$ cat config.mk
export PLATFORM = sky130hd
export DESIGN_NAME = display_rotation_ctrl
export DESIGN_NICKNAME = d
export VERILOG_FILES = /design/src/rtl/display_rot_pkg.sv /design/src/rtl/tick_divider.sv /design/src/rtl/display_rotation_ctrl.sv
export SDC_FILE = /design/constraint.sdc
export NUM_CORES = 1
export LEC_CHECK = 0
export ABC_AREA = 0
export BUFFER_PORTS_ARGS = -buffer_cell sky130_fd_sc_hd__buf_2
export CORE_ASPECT_RATIO = 0.7
export CORE_MARGIN = 1
export CORE_UTILIZATION = 50
export DETAILED_ROUTE_END_ITERATION = 8
export PLACE_DENSITY = 0.68
export SYNTH_ARGS = -nofsm -noshare
export SYNTH_HDL_FRONTEND = slang
export SYNTH_HIERARCHICAL = 1
export SYNTH_SLANG_ARGS = --single-unit
$ cat constraint.sdc
create_clock -name CLOCK_50 -period 2.8 [get_ports CLOCK_50]
set_clock_uncertainty 0.1 [all_clocks]
set_input_delay 0.56 -clock CLOCK_50 [delete_from_list [all_inputs] [get_ports CLOCK_50]]
set_output_delay 0.56 -clock CLOCK_50 [all_outputs]
set_load 0.005 [all_outputs]
$ cat src/rtl/display_rot_pkg.sv
// rtl/display_rot_pkg.sv - shared constants and select helpers for the rotating-character display
package display_rot_pkg;

   localparam logic [0:0] ST_PAUSE = 1'b0;
   localparam logic [0:0] ST_RUN   = 1'b1;

   localparam logic [1:0] SEL_0   = 2'd0;
   localparam logic [1:0] SEL_1   = 2'd1;
   localparam logic [1:0] SEL_2   = 2'd2;
   localparam logic [1:0] SEL_MAX = 2'd2;

   localparam int TICK_DIV_DEF = 50_000_000;

   function automatic logic [1:0] sel_fwd(input logic [1:0] s);
      return (s >= SEL_MAX) ? SEL_0 : s + 2'd1;
   endfunction

   function automatic logic [1:0] sel_rev(input logic [1:0] s);
      return (s == SEL_0 || s > SEL_MAX) ? SEL_MAX : s - 2'd1;
   endfunction

   // the illegal code 3 maps to 0 so sel never leaves 0..2
   function automatic logic [1:0] sel_clamp(input logic [1:0] s);
      return (s > SEL_MAX) ? SEL_0 : s;
   endfunction

endpackage

$ cat src/rtl/tick_divider.sv
// rtl/tick_divider.sv - free-running period counter with a terminal-count pulse
module tick_divider
   import display_rot_pkg::*;
#(
   parameter int TICK_DIV = TICK_DIV_DEF
) (
   input  logic CLOCK_50,
   input  logic reset,
   input  logic enable,
   input  logic clear,
   output logic tc
);

   localparam int CW = (TICK_DIV > 1) ? $clog2(TICK_DIV) : 1;
   localparam logic [CW-1:0] LAST = CW'(TICK_DIV - 1);

   logic [CW-1:0] cnt;

   // a clear in the same cycle as terminal count swallows the pulse
   assign tc = enable & ~clear & (cnt == LAST);

   always_ff @(posedge CLOCK_50) begin
      if (reset || clear) begin
         cnt <= '0;
      end else if (enable) begin
         cnt <= (cnt == LAST) ? '0 : cnt + CW'(1);
      end
   end

endmodule

$ cat src/rtl/display_rotation_ctrl.sv
// rtl/display_rotation_ctrl.sv - timed 0/1/2 rotation select with pause, step and load
// Optional reverse rotation via `ROT_REVERSE_EN (dir input is ignored when undefined).
module display_rotation_ctrl
   import display_rot_pkg::*;
#(
   parameter int TICK_DIV = TICK_DIV_DEF
) (
   input  logic       CLOCK_50,
   input  logic       reset,
   input  logic       run,
   input  logic       dir,
   input  logic       step_n,
   input  logic       load,
   input  logic [1:0] load_sel,
   output logic [1:0] sel,
   output logic       tick,
   output logic       running
);

   logic [0:0] state;
   logic       step_prev;
   logic       step_req;
   logic       in_run;
   logic       div_clear;
   logic       adv_tc;
   logic       step_edge;
   logic       do_step;
   logic       do_adv;
   logic [1:0] sel_next;

   assign in_run  = (state == ST_RUN);
   assign running = in_run;

   // period restarts on load, while paused and on the way out of RUN
   assign div_clear = load | ~in_run | ~run;

   tick_divider #(.TICK_DIV(TICK_DIV)) u_div (
      .CLOCK_50 (CLOCK_50),
      .reset    (reset),
      .enable   (in_run),
      .clear    (div_clear),
      .tc       (adv_tc)
   );

   assign step_edge = step_prev & ~step_n;
   assign do_step   = step_req & ~in_run & ~load;
   assign do_adv    = ~load & (adv_tc | do_step);

`ifdef ROT_REVERSE_EN
   assign sel_next = dir ? sel_rev(sel) : sel_fwd(sel);
`else
   logic unused_dir;
   assign unused_dir = dir;
   assign sel_next   = sel_fwd(sel);
`endif

   always_ff @(posedge CLOCK_50) begin
      if (reset) begin
         state     <= ST_PAUSE;
         sel       <= SEL_0;
         tick      <= 1'b0;
         step_prev <= 1'b1;
         step_req  <= 1'b0;
      end else begin
         state     <= run ? ST_RUN : ST_PAUSE;
         step_prev <= step_n;
         // the edge is latched for one cycle, giving the step its fixed latency
         step_req  <= step_edge & ~in_run & ~load;
         tick      <= do_adv;
         if (load) begin
            sel <= sel_clamp(load_sel);
         end else if (do_adv) begin
            sel <= sel_next;
         end
      end
   end

endmodule

==> impl_results.md <==
* Status: complete, no violations
* Die area at roughly 3200 µm²
* HP Class: reg2reg
* Max transition margin at 0.673
* Design area at between 1500 and 2000 µm²
* Worst Reg2Reg Path Length in Cells at 5
* Final #Nets at 193
* Antenna-violating nets left at 0
* # setup viols final at 0
* Most numerous cell on the critical path: or4_1
* Vias in the first global route at roughly 1000
* Initial Utilization at 0.527
* First-pass GRT wire length at about 4600 µm
* Filler Cells Inserted at between 200 and 300
* LEAKAGE at between 0.0005 and 0.0006 µW
* Pwr/cell area at between 500 and 600 nW/µm²
* Maximum clock rate at 462 MHz
* Vias per inst at ~5.7
* Sequential cell area fraction in the yosys report at 0.434
* CP Buf/Inv Count at 0
* Largest net degree at the start of global routing at 20
* Crit path DAT at 2.28 ns
* RR Startpoint: u_div/cnt[0]
* # rows at 16
* Synth area leader: dfxtp_1
* Postcts setup bufs at 0
* Worst EP required at 2.91 ns
* DP HPWL at between 2000 and 2500 µm
* Number of synthesis warnings at 6
* Post-DR wirelength/cell at roughly 13 µm
* Initial antenna violation count at 0
* HP Start: step_prev
* Post-CTS sizing at 0
* Clock sinks at 32
* CTS root buffer: clkbuf_8
* # port buffers at 10
* Setup crit start kind: flop
* # IOs at 12
* 1st-iter DRT viols at 60
* Design Power at 861 µW
* Worst Setup Path Type: reg2reg
* Core area at 2800 µm²
* RSZ-0062 raised after global routing: no
* CP max-delay cell: or4_1
* Vias at ~1200
* WHS Path Cells at 1
* Worst slew pin tran at just under 0.5 ns
* Die Wd at 67.0 µm
* CP max FO at 9
* WP depth at 5
* Post-synthesis mux area share at 0.00677
* Pins over their slew limit at 0
* Simple-gate share of the synthesized area at 0.307
* Hold slack at around 0.36 ns
* H-tree depth at 2
* Synthesized cell area at around 1500 µm²
* # diodes at 0
* Hold Violations, Final at 0
* Hold buffers post-CTS at 0
* Fin crit period at 2.16 ns
* MaxCap Viol Count at 0
* Non-Filler Instances at 219
* Die Y at between 40 and 50 µm
* Post-synthesis adder-cell area fraction at 0.0169
* Post-Route WL at around 2800 µm
* Fraction of layout cells with a size suffix above 1 at 0.120
* Total grt overflow at 0
* Post-Synth XOR/XNOR Area at 0.0711
* Fin crit share at 0.773
* FF+latch count, synth at 32
* FF/Latch Area at approximately 640 µm²
* Placement Cell Area at about 1600 µm²
* Worst-path cell chain: ha_1 > nand2_1 > or4_1 > or4_1 > a21oi_1
* Fin Setup TNS at 0 ns
* Cells after synthesis at between 150 and 200
* TritonCTS Buffers at 5
* Dpl cells at 212
* Drc violations at 0
* CTS tree: built
* CTS Buffer Depth at 2
* Critical Path Max Stage Delay at about 0.67 ns
* CP delay by family, top: simple AND/OR/NAND/NOR gates
* Clk_lat worst skew at 0.27 ns
* Clk slew on worst S/H paths at 0.06 ns
* Unique masters post-synth at 32
* Average size of a mapped cell at just under 9 µm²
* Nature of the critical path endpoint: flop
* Yosys top cell area share at 0.434
* Compound-cell area share of the yosys netlist at 0.129
* Main combinational cell family by area after synthesis: simple AND/OR/NAND/NOR gates
* Area growth syn-to-layout at 12.2%
* Mapped Nets at 180
* Iteration count of the initial detailed-routing pass at 4
* Footprint of the multi-input gates at slightly below 800 µm²
* Area contributors post-synth: dfxtp_1 43%, a21oi_1 4.7%, xnor2_1 4.7%, or4_1 4.6%, nor2_1 4.1%
* Setup crit start: u_div/cnt[0]
* Total GRT Usage at 0.207
* Routability congestion estimate at 0.741
* Peak supply drop at about 0.37 mV
## worst paths after layout
kind                         to  slack (ns)
setup / recovery  u_div/cnt[22]        0.64
hold / removal         step_req        0.36
setup reg to reg  u_div/cnt[22]        0.64
hold reg to reg        step_req        0.36
## registers in the layout (all words and copies together), names as in the netlist
signal and flops:
step_req 1, u_div/cnt 26, running 1, tick 1
sel 2, step_prev 1
## cells in the mapped netlist
library cell / n
and4_1: 3
nand4_1: 7
nand4_4: 1
nor2b_1: 2
or4_4: 1
nor2_1: 16
nand2b_1: 2
o21ai_1: 1
a21oi_1: 14
buf_2: 3
dfxtp_1: 32
clkbuf_1: 3
or4_1: 9
ha_1: 2
o31ai_1: 6
a221oi_1: 1
inv_1: 7
o211ai_1: 1
nor4_1: 2
xor2_1: 4
and4b_1: 1
or2_2: 1
mux2i_1: 1
nor3_1: 7
o311a_1: 1
nand2_1: 9
or3_1: 7
nor4b_1: 2
o21ai_0: 7
xnor2_1: 8
nand3_1: 8
o31a_1: 1
## cells in the final DEF, fill, tap and decap left out, types with 8 or more instances in the layout
master / n
nand3_1: 8
nor2_1: 16
dfxtp_1: 32
or4_1: 9
buf_2: 10
a21oi_1: 14
xnor2_1: 8
nand2_1: 9
## final cells by class
| class | count | area share |
|---|---|---|
| tap | 36 | 0.0272 |
| sequential | 32 | 0.386 |
| timing repair buffer | 12 | 0.0392 |
| clock buffer | 7 | 0.0581 |
| inverter | 7 | 0.0158 |
| multi-input combinational | 125 | 0.473 |
## through the flow
step / setup WS (ns) / utilization
2_1_floorplan: 0.733 / -
3_3_place_gp: 0.706 / 0.557
3_5_place_dp: 0.650 / 0.557
4_1_cts: 0.639 / 0.592
5_1_grt: 0.502 / 0.592
6_report: 0.635 / 0.592
## cell families after synthesis
group           count (synthesis)
compound gates                 32
xor+xnor                       12
fa+ha+maj                       2
buf+inv                        13
flops                          32
mux                             1
simple gates                   78
## report_power, final
group,internal [µW],switching (µW)
logic,12.8,13.8
registers,459,2.67
clock network,219,153
## metal layers
metal / wire (µm) / vias up / global-route usage / part of all wire
met1: 1500 / 582 / 0.278 / 0.53
met3: 91 / 2 / 0.0929 / 0.032
met4: 14 / 0 / 0.0638 / 0.0050
met2: 1220 / 13 / 0.301 / 0.43
met5: 0 / - / 0 / 0
li1: - / 649 / - / -
Power figures use the tool's default switching activity.
